$ cat config.mk
export PLATFORM = sky130hd
export DESIGN_NAME = cache_refill_ctrl
export DESIGN_NICKNAME = d
export VERILOG_FILES = /design/src/rtl/cache_pkg.sv /design/src/rtl/sat_counter.sv /design/src/rtl/cache_refill_ctrl.sv
export SDC_FILE = /design/constraint.sdc
export NUM_CORES = 1
export LEC_CHECK = 0
export ABC_CLOCK_PERIOD_IN_PS = 5600
export CAP_MARGIN = 20
export CORE_UTILIZATION = 45
export DETAILED_ROUTE_END_ITERATION = 12
export DONT_BUFFER_PORTS = 1
export SLEW_MARGIN = 15
export SYNTH_ARGS = -nofsm -noshare
export SYNTH_HDL_FRONTEND = slang
export SYNTH_SLANG_ARGS = --single-unit
$ cat constraint.sdc
create_clock -name clk -period 5.6 [get_ports clk]
set_input_delay 0.84 -clock clk [delete_from_list [all_inputs] [get_ports clk]]
set_output_delay 0.84 -clock clk [all_outputs]
set_load 0.03 [all_outputs]
$ cat src/rtl/cache_pkg.sv
// cache_pkg: shared constants, refill state encoding and address field helpers
// for the cache refill controller.
//   ADDR_W/IDX_W/OFF_W/TAG_W/CNT_W - default address, index, offset, tag and
//                                    miss counter widths
//   refill_state_t                 - refill controller states
//   tag_of/idx_of/line_addr_of     - field extraction for the default widths
package cache_pkg;

  localparam int ADDR_W = 32;
  localparam int IDX_W  = 5;
  localparam int OFF_W  = 3;
  localparam int CNT_W  = 16;
  localparam int TAG_W  = ADDR_W - IDX_W - OFF_W;

  typedef enum logic [2:0] {
    ST_IDLE,
    ST_REQ_D,
    ST_REQ_I,
    ST_FILL_D,
    ST_FILL_I
  } refill_state_t;

  function automatic logic [TAG_W-1:0] tag_of(input logic [ADDR_W-1:0] addr);
    return addr[ADDR_W-1:IDX_W+OFF_W];
  endfunction

  function automatic logic [IDX_W-1:0] idx_of(input logic [ADDR_W-1:0] addr);
    return addr[IDX_W+OFF_W-1:OFF_W];
  endfunction

  // Clearing the offset by mask keeps every address bit in use.
  function automatic logic [ADDR_W-1:0] line_addr_of(input logic [ADDR_W-1:0] addr);
    logic [ADDR_W-1:0] off_mask;
    off_mask = ADDR_W'((64'd1 << OFF_W) - 64'd1);
    return addr & ~off_mask;
  endfunction

endpackage

$ cat src/rtl/sat_counter.sv
// sat_counter: event counter that sticks at all-ones instead of wrapping.
//   clk   - system clock
//   reset - asynchronous active-high reset, clears count
//   inc   - count one event this cycle
//   count - current event count
module sat_counter #(
  parameter int CNT_W = 16
) (
  input  logic             clk,
  input  logic             reset,
  input  logic             inc,
  output logic [CNT_W-1:0] count
);

  always_ff @(posedge clk or posedge reset) begin
    if (reset) begin
      count <= '0;
    end else if (inc && (count != {CNT_W{1'b1}})) begin
      count <= count + CNT_W'(1);
    end
  end

endmodule

$ cat src/rtl/cache_refill_ctrl.sv
// cache_refill_ctrl: miss handler between the I/D caches and main memory.
// Picks one miss (data side first), fetches the 64-bit line over a req/ack
// port and then pulses a one-cycle fill into the cache that missed.
//   clk, reset               - clock, asynchronous active-high reset
//   i_addr, i_miss           - instruction fetch address and tag miss
//   d_addr, d_en, d_miss     - data access address, valid and tag miss
//   mem_req, mem_addr        - line request held until mem_ack
//   mem_ack, mem_rdata       - one-cycle response with the line data
//   fill_data/idx/tag        - registered fill payload
//   i_fill, d_fill           - one-cycle fill strobes per side
//   i_stall, d_stall         - combinational pipeline freezes
//   i_miss_cnt, d_miss_cnt   - saturating miss counters
module cache_refill_ctrl #(
  parameter int ADDR_W = cache_pkg::ADDR_W,
  parameter int IDX_W  = cache_pkg::IDX_W,
  parameter int OFF_W  = cache_pkg::OFF_W,
  parameter int CNT_W  = cache_pkg::CNT_W,
  localparam int TAG_W = ADDR_W - IDX_W - OFF_W
) (
  input  logic              clk,
  input  logic              reset,
  input  logic [ADDR_W-1:0] i_addr,
  input  logic              i_miss,
  input  logic [ADDR_W-1:0] d_addr,
  input  logic              d_en,
  input  logic              d_miss,
  output logic              mem_req,
  output logic [ADDR_W-1:0] mem_addr,
  input  logic              mem_ack,
  input  logic [63:0]       mem_rdata,
  output logic [63:0]       fill_data,
  output logic              i_fill,
  output logic              d_fill,
  output logic [IDX_W-1:0]  fill_idx,
  output logic [TAG_W-1:0]  fill_tag,
  output logic              i_stall,
  output logic              d_stall,
  output logic [CNT_W-1:0]  i_miss_cnt,
  output logic [CNT_W-1:0]  d_miss_cnt
);

  import cache_pkg::*;

  localparam logic [ADDR_W-1:0] OFF_MASK = ADDR_W'((64'd1 << OFF_W) - 64'd1);

  refill_state_t     state_reg, state_next;
  logic              d_take;
  logic              i_take;
  logic [ADDR_W-1:0] sel_addr;

  // A data miss only counts while the access is valid; it beats an icache miss.
  assign d_take   = d_en && d_miss;
  assign i_take   = i_miss && !d_take;
  assign sel_addr = d_take ? d_addr : i_addr;

  always_comb begin
    state_next = state_reg;
    unique case (state_reg)
      ST_IDLE: begin
        if (d_take)      state_next = ST_REQ_D;
        else if (i_miss) state_next = ST_REQ_I;
      end
      ST_REQ_D:  if (mem_ack) state_next = ST_FILL_D;
      ST_REQ_I:  if (mem_ack) state_next = ST_FILL_I;
      ST_FILL_D: state_next = ST_IDLE;
      ST_FILL_I: state_next = ST_IDLE;
      default:   state_next = ST_IDLE;
    endcase
  end

  // Outputs are registered from the next state so they line up with it.
  always_ff @(posedge clk or posedge reset) begin
    if (reset) begin
      state_reg <= ST_IDLE;
      mem_req   <= 1'b0;
      mem_addr  <= '0;
      fill_data <= '0;
      i_fill    <= 1'b0;
      d_fill    <= 1'b0;
      fill_idx  <= '0;
      fill_tag  <= '0;
    end else begin
      state_reg <= state_next;
      mem_req   <= (state_next == ST_REQ_D) || (state_next == ST_REQ_I);
      i_fill    <= (state_next == ST_FILL_I);
      d_fill    <= (state_next == ST_FILL_D);
      // Address is captured only when leaving IDLE; later input changes are ignored.
      if ((state_reg == ST_IDLE) && (state_next != ST_IDLE)) begin
        mem_addr <= sel_addr & ~OFF_MASK;
        fill_idx <= sel_addr[IDX_W+OFF_W-1:OFF_W];
        fill_tag <= sel_addr[ADDR_W-1:IDX_W+OFF_W];
      end
      if (((state_reg == ST_REQ_D) || (state_reg == ST_REQ_I)) && mem_ack) begin
        fill_data <= mem_rdata;
      end
    end
  end

  assign i_stall = i_miss || (state_reg == ST_REQ_I) || (state_reg == ST_FILL_I);
  assign d_stall = d_take || (state_reg == ST_REQ_D) || (state_reg == ST_FILL_D);

  sat_counter #(.CNT_W(CNT_W)) u_i_cnt (
    .clk   (clk),
    .reset (reset),
    .inc   ((state_reg == ST_IDLE) && i_take),
    .count (i_miss_cnt)
  );

  sat_counter #(.CNT_W(CNT_W)) u_d_cnt (
    .clk   (clk),
    .reset (reset),
    .inc   ((state_reg == ST_IDLE) && d_take),
    .count (d_miss_cnt)
  );

endmodule

# Yosys cells after proc, flatten, opt, wreduce, memory -nomap -nowiden
# Cells that the tools add are included.
[classes] add_sub_neg=2 eq_ne=10 muxes=6 reduce_logical=17
[op_table] cell="$add A16 B1 Y16 const B" count=2
[op_table] cell="$mux W32" count=1
[op_table] cell="$ne A16 B16 Y1 const B" count=2
[op_table] cell="$eq A3 B2 Y1 const B" count=4
[op_table] cell="$mux W3" count=4
[op_table] cell="$pmux W3 S3" count=1
[op_table] cell="$logic_and A1 B1 Y1" count=8
[op_table] cell="$eq A3 B1 Y1 const B" count=2
[op_table] cell="$eq A3 B3 Y1 const B" count=2
[op_table] cell="$logic_or A1 B1 Y1" count=6
[op_table] cell="$logic_not A3 Y1" count=1
[op_table] cell="$reduce_bool A3 Y1" count=1
[op_table] cell="$logic_not A1 Y1" count=1
[totals] register_bits=160 output_inout_bits=162 elab_cells=45

# Longest topological paths before layout
# Gate-level depths: netlist of the first run.
[logic_depth] ltp_word=5 ltp_mapped=7

# By module
# From an unflattened synthesis of the first run, not the netlist that was laid out.
[unflattened] hier_cells=436 hier_area_um2=6045.8
[by_module_without_submodules] mod="cache_refill_ctrl" instances=1 cells_per_inst=294 area_each_um2=4434.3
[by_module_without_submodules] mod="sat_counter" instances=2 cells_per_inst=71 area_each_um2=805.8

# Worst setup path after synthesis of the first run
# No wires, ideal clock.
[synth_path] path_type="input -> output" start="input d_en" end="output d_stall" arrival_time_ns=1.873 t_required_ns=4.760 path_slack_ns=2.887 cell_stages=3 cell_sequence="nand2_1 buf_1 o21ai_0"
[synth_between] elab_chain_len=3
[synth_lines] element="from (decl)" line="cache_refill_ctrl.sv:25" text="input logic d_en,"
[synth_lines] element="$logic_and A1 B1 Y1" line="cache_refill_ctrl.sv:52" text="assign d_take = d_en && d_miss;"
[synth_lines] element="$logic_or A1 B1 Y1 (2 in a row)" line="cache_refill_ctrl.sv:100" text="assign d_stall = d_take || (state_reg == ST_REQ_D) || (state_reg == ST_FILL_D);"
[synth_lines] element="to (decl)" line="cache_refill_ctrl.sv:37" text="output logic d_stall,"
# Every way passes these cells.

# Worst setup path in the final report of the first run
# Ends and elaborated chain as after synthesis.

==> run_results.csv, run 1 <==
group,metric,value,unit
floorplanning,dieArea,13500,sq um
yosys,synth_top_area_share,55.7,%
sta,post-route-min-period,3020,ps
placement,port_buffers,0,
clock_tree,insertion_delay,410,ps
worst_setup_path,timing.rr.end,"u_i_cnt.count[1]$_DFFE_PP0P_",
drt,drtPass1Iterations,4,
drt,drtIter0Drc,171,
global_routing,grt_pass1_vias,3341,
yosys,yosysWarnings,0,
clock_tree,clk_transition_reported_paths,50,ps
yosys,synth_seq_cells,131,
clock_tree,hold_buffers,0,
sta,maxSlewHeadroom,30.5,%
drt,routed_wl,12200,um
floorplanning,start_util,46.4,%
drt,vias,3288,
yosys,dominantRegCellSynth,"dfrtp_1",
status,status,"completed",
drt,viasPerCell,5.36,
sta,final.setup.tns,0,ps
clock_tree,cts-root-buf,"clkbuf_16",
worst_setup_path,crit_path_end_kind,"output pin",
floorplanning,fp-row-count,41,
clock_tree,cts_num_sinks,131,
power,ir_drop,0.000371,V
global_routing,grt_usage,18.2,%
finish,largest_reg_flops,64,
finish,multi_input_area,2260,sq um
finish,seq_area,3280,sq um
placement,routabilityCongestion,0.765,
worst_setup_path,cpMaxStageDelayCell,"o21ai_0",
clock_tree,cts_inserted_buffers,17,
clock_tree,postCtsSetupBuffers,0,
worst_setup_path,arrival,2180,ps
placement,hpwl,8860,um
finish,area_growth,8.95,%
sta,timing.fmax,332,MHz
yosys,synth_edf_count,0,
worst_setup_path,slowest_delay,670,ps
sta,finalSetupViolCount,0,
sta,whs,422,ps
yosys,netlist.top_cell.by_area,"dfrtp_1",
global_routing,grt_pass1_wl,17900,um
finish,top_register,"fill_data",
floorplanning,ioPinCount,296,
finish,antenna_cells,0,
drt,drc,0,
worst_setup_path,critical_path.cell_chain,"nand2_2, o21ai_0",
clock_tree,htreeDepth,4,
yosys,synth_area,5880,sq um
worst_setup_path,crit_family,"compound AO/OA/AOI/OAI gates",
yosys,syn_inst,457,
worst_setup_path,cp.buffers_inverters,0,
clock_tree,ctsResizeCount,0,
finish,largestRegisters,"fill_data (64), fill_tag (24)",
worst_setup_path,critical_path_cell_count,2,
worst_setup_path,r2r_slack,3250,ps
finish,drive_above_1_share,23.1,%
global_routing,grt_max_degree,87,
floorplanning,die_w,116,um
worst_setup_path,regToRegStartpoint,"state_reg[2]$_DFF_PP0_",
run,drv_cap,0,
worst_setup_path,worstSetupPathType,"in -> out",
sta,rsz0062_at_grt,"false",
worst_setup_path,reg2regPathDepth,4,
floorplanning,die_height,116,um
worst_setup_path,critPathLaunchType,"input pin",
worst_setup_path,crit_required,4760,ps
drt,wl_per_cell,19.9,um
worst_setup_path,crit_start,"d_en",
finish,nFillCells,1119,
global_routing,grt_antenna_before_repair,0,
drt,ant_nets,0,
sta,hold_viol_final,0,
sta,fin_crit_sh,53.9,%
sta,slew_violations,0,
clock_tree,clockBufferDepth,2,
yosys,synth.avg_cell_area,12.9,sq um
worst_setup_path,worstPathMaxFanout,32,
yosys,async_flop_share,100,%
yosys,synth.area.top_cells,"dfrtp_1 56%, mux2_4 10%, mux2i_1 4.9%",
power,p_leak,3.05,nW
yosys,yosysUniqueCellTypes,42,
power,power.density,723,nW/um^2
clock_tree,cts_tree,"done",
worst_setup_path,crit_path_end,"d_stall",
floorplanning,placeableCoreArea,12700,sq um
finish,final_nets,566,
global_routing,gr-total-overflow,0,
sta,finalClockSkew,8.28,ps
worst_hold_path,hp-class,"in -> async",
yosys,seq_area_frac_synth,55.7,%
sta,worstMarginPinSlew,1030,ps
per-layer routing:
metal	share of wire [%]	vias up	track usage (%)
met1	37	1622	19.6
met4	1.7	0	7.52
li1	-	1485	-
met2	52	163	31.3
met3	8.4	18	7.63
met5	0	-	0
power breakdown:
| part | total (W) | leakage (nW) | switching, W | internal, W |
|---|---|---|---|---|
| logic | 0.000880 | 1.15 | 0.000368 | 0.000512 |
| registers | 0.00266 | 1.62 | 0.00134 | 0.00132 |
| clock network | 0.00110 | 0.289 | 0.000383 | 0.000712 |
layout make-up:
type,count,area share (%)
tap,172,3.36
multi-input combinational,273,35.2
clock inverter,7,1.52
sequential,131,51.1
inverter,4,0.312
clock buffer,24,7.83
timing repair buffer,3,0.664
how the worst min path moves through the flow:
stage | slack, ps | startpoint | to | depth (start not counted)
global placement | 670 | state_reg[1]$_DFF_PP0_ | d_fill$_DFF_PP0_ | 1
floorplan | 540 | state_reg[2]$_DFF_PP0_ | d_fill$_DFF_PP0_ | 2
detailed placement | 670 | state_reg[1]$_DFF_PP0_ | d_fill$_DFF_PP0_ | 1
finish | 420 | reset | fill_data[7]$_DFFE_PP0P_ | 1
global route | 500 | reset | fill_data[13]$_DFFE_PP0P_ | 1
CTS | 540 | mem_rdata[2] | fill_data[2]$_DFFE_PP0P_ | 1
cells in the final DEF, fill, tap and decap left out, types with 3 or more instances in the layout:
master / synthesis / layout
xnor2_1: 19 / 19
nand3_1: 8 / 8
nor2_1: 12 / 11
conb_1: 1 / 3
inv_1: 4 / 3
mux2_4: 40 / 40
o21ai_0: 32 / 31
and4_1: 3 / 3
a21oi_1: 3 / 3
mux2_1: 9 / 9
mux2i_1: 29 / 29
mux2_2: 16 / 16
clkbuf_8: 0 / 5
clkbuf_16: 0 / 17
xor2_1: 10 / 10
dfrtp_1: 131 / 131
nand4_1: 10 / 10
and3_1: 3 / 3
nand2_1: 48 / 47
nor3_1: 5 / 5
stage by stage:
step	utilization (%)	setup slack [ps]	instances	area (sq um)	power [W]
after CTS	50.6	2550	614	6410	0.00469
after global placement	45.6	2520	582	5780	0.00352
after floorplan	-	1260	459	5890	0.00349
after detailed placement	45.8	2440	583	5810	0.00358
final	50.6	2580	614	6410	0.00464
after global routing	50.6	2430	614	6410	0.00486
cells in the mapped netlist, types with 3 or more instances:
cell type    n
mux2_4      40
inv_1        4
nor3_1       5
and4_1       3
buf_1        3
nand4_1     10
xor2_1      10
o21ai_0     32
dfrtp_1    131
a21oi_1      3
buf_2        3
nor2_1      12
xnor2_1     19
nand2_1     48
mux2_1       9
and3_1       3
mux2_2      16
nand3_1      8
clkbuf_1     6
mux2i_1     29
buf_6        6
buf_4       33
kinds of logic (layout without fill, tap and decap cells):
group | after synthesis | count (layout) | synth area share (%)
AOI/OAI and AO/OA | 43 | 43 | 4.00
xor gates and xnor gates | 29 | 29 | 4.32
adders and majority gates | 2 | 2 | 0.425
buffers and inverters | 55 | 38 | 6.44
DFF | 131 | 131 | 55.7
muxes | 94 | 94 | 19.9
other | 1 | 3 | 0.0637
and+or+nand+nor | 102 | 102 | 9.12
No activity file was read; power rests on OpenSTA's default activity.
==> run 2, diff against run 1 <==
--- a/config.mk
+++ b/config.mk
@@ -5,7 +5,7 @@
 export SDC_FILE = /design/constraint.sdc
 export NUM_CORES = 1
 export LEC_CHECK = 0
-export ABC_CLOCK_PERIOD_IN_PS = 5600
+export ABC_CLOCK_PERIOD_IN_PS = 2650
 export CAP_MARGIN = 20
 export CORE_UTILIZATION = 45
 export DETAILED_ROUTE_END_ITERATION = 12
==> constraint.sdc (replaced) <==
create_clock -name clk -period 2.65 [get_ports clk]
set_input_delay 0.3975 -clock clk [delete_from_list [all_inputs] [get_ports clk]]
set_output_delay 0.3975 -clock clk [all_outputs]
set_load 0.03 [all_outputs]
==> run_results.csv, run 2 (synthesis results as in run 1) <==
group,metric,value,unit
global_routing,grt_antenna_before_repair,0,
clock_tree,cts_inserted_buffers,17,
drt,viasPerCell,5.39,
clock_tree,insertion_delay,410,ps
run,drv_cap,0,
worst_setup_path,r2r_slack,350,ps
floorplanning,placeableCoreArea,12700,sq um
floorplanning,ioPinCount,296,
placement,hpwl,8850,um
finish,top_register,"fill_data",
sta,post-route-min-period,2300,ps
floorplanning,start_util,46.4,%
finish,final_cell_mix,"131 x dfrtp_1, 47 x nand2_1, 40 x mux2_4",
floorplanning,fp-row-count,41,
floorplanning,die_w,116,um
floorplanning,die_height,116,um
sta,finalClockSkew,9.03,ps
placement,place_inst,587,
clock_tree,postCtsSetupBuffers,0,
clock_tree,ctsResizeCount,0,
clock_tree,cts_tree,"done",
power,ir_drop,0.000878,V
worst_setup_path,worstSetupPathType,"reg -> reg",
sta,rsz0062_at_grt,"false",
worst_setup_path,critPathLaunchType,"flop",
finish,final_common_cell,"dfrtp_1",
status,status,"completed",
finish,drive_above_1_share,24.4,%
global_routing,grt_usage,18.5,%
sta,hold_viol_final,0,
finish,largest_reg_flops,64,
drt,wl_per_cell,20.3,um
sta,fin_crit_sh,87.0,%
worst_setup_path,crit_path_end_kind,"flop",
worst_hold_path,hp-class,"in -> async",
drt,vias,3339,
power,power.density,1540,nW/um^2
clock_tree,clockBufferDepth,2,
drt,drtPass1Iterations,5,
floorplanning,dieArea,13500,sq um
finish,final_nets,570,
finish,largestRegisters,"fill_data (64), fill_tag (24)",
worst_setup_path,worstPathMaxFanout,12,
drt,ant_nets,0,
global_routing,grt_pass1_vias,3335,
clock_tree,htreeDepth,4,
sta,finalSetupViolCount,0,
global_routing,grt_max_degree,132,
clock_tree,cts_num_sinks,131,
power,p_leak,3.08,nW
sta,timing.fmax,434,MHz
finish,antenna_cells,0,
drt,routed_wl,12600,um
global_routing,gr-total-overflow,0,
sta,final.setup.tns,0,ps
placement,port_buffers,0,
finish,fin_cells,619,
sta,worstMarginPinSlew,925,ps
sta,slew_violations,0,
drt,drc,0,
clock_tree,clk_transition_reported_paths,60,ps
finish,area_growth,10.1,%
clock_tree,cts-root-buf,"clkbuf_16",
drt,drtIter0Drc,116,
clock_tree,hold_buffers,0,
finish,nFillCells,1116,
worst_setup_path,crit_required,2940,ps
sta,maxSlewHeadroom,38.3,%
worst_setup_path,arrival,2590,ps
global_routing,grt_pass1_wl,18300,um
placement,routabilityCongestion,0.832,
==> run 2: cell count changes in the layout (fill, tap and decap cells not counted), sizes merged <==
cell and delta:
bufinv +2, inv -1, buf +4, clkinv +2
clkinvlp +3, clkbuf -5
==> run 2: stage by stage <==
step,power [W],cell area (sq um),util [%],setup WS [ps],hold slack (ps)
2_1_floorplan,0.00738,5900,-,614,529
3_3_place_gp,0.00748,5850,46.1,352,530
3_5_place_dp,0.00756,5850,46.1,366,534
4_1_cts,0.0101,6480,51.2,359,88.8
5_1_grt,0.0104,6480,51.2,152,101
6_report,0.00997,6480,51.2,345,0.401
==> run 2: worst max-delay path, cell delays in order, from the launching register on <==
cell and delay [ps]:
dfrtp_1 530, ha_1 320, nand3_1 110, nor3_1 70
a21oi_1 740, mux2_2 410
==> run 2: layout make-up <==
cell class / instances / area (sq um) / share of cell area, %
sequential: 131 / 3280 / 50.6
inverter: 4 / 18.8 / 0.290
tap: 172 / 215 / 3.32
multi-input combinational: 273 / 2260 / 34.8
clock inverter: 13 / 183 / 2.82
clock buffer: 19 / 453 / 6.99
timing repair buffer: 7 / 77.6 / 1.20
==> run 2: path summary, 6_finish.rpt <==
path	start	to	cells after the start
worst max-delay path	u_i_cnt.count[0]$_DFFE_PP0P_	u_i_cnt.count[1]$_DFFE_PP0P_	5
worst min-delay path	reset	fill_data[11]$_DFFE_PP0P_	2
worst max register to register	u_i_cnt.count[0]$_DFFE_PP0P_	u_i_cnt.count[1]$_DFFE_PP0P_	5
worst min register to register	u_i_cnt.count[10]$_DFFE_PP0P_	u_i_cnt.count[10]$_DFFE_PP0P_	2
max in group asynchronous	reset	u_d_cnt.count[1]$_DFFE_PP0P_	2
min in group clk	mem_rdata[5]	fill_data[5]$_DFFE_PP0P_	1
==> run 2: where the power goes <==
part           internal (W)  leakage [nW]  switching (W)
Sequential          0.00279          1.62        0.00285
Clock               0.00162         0.301       0.000851
Combinational       0.00107          1.16       0.000791
Total               0.00548          3.08        0.00449
==> run 2: per-layer routing <==
| metal | share of wire [%] | track usage, % | wire [um] |
|---|---|---|---|
| met1 | 39 | 21.3 | 4880 |
| met2 | 50 | 30.5 | 6320 |
| met3 | 8.9 | 6.64 | 1120 |
| met4 | 2.0 | 9.32 | 248 |
| met5 | 0 | 0 | 0 |
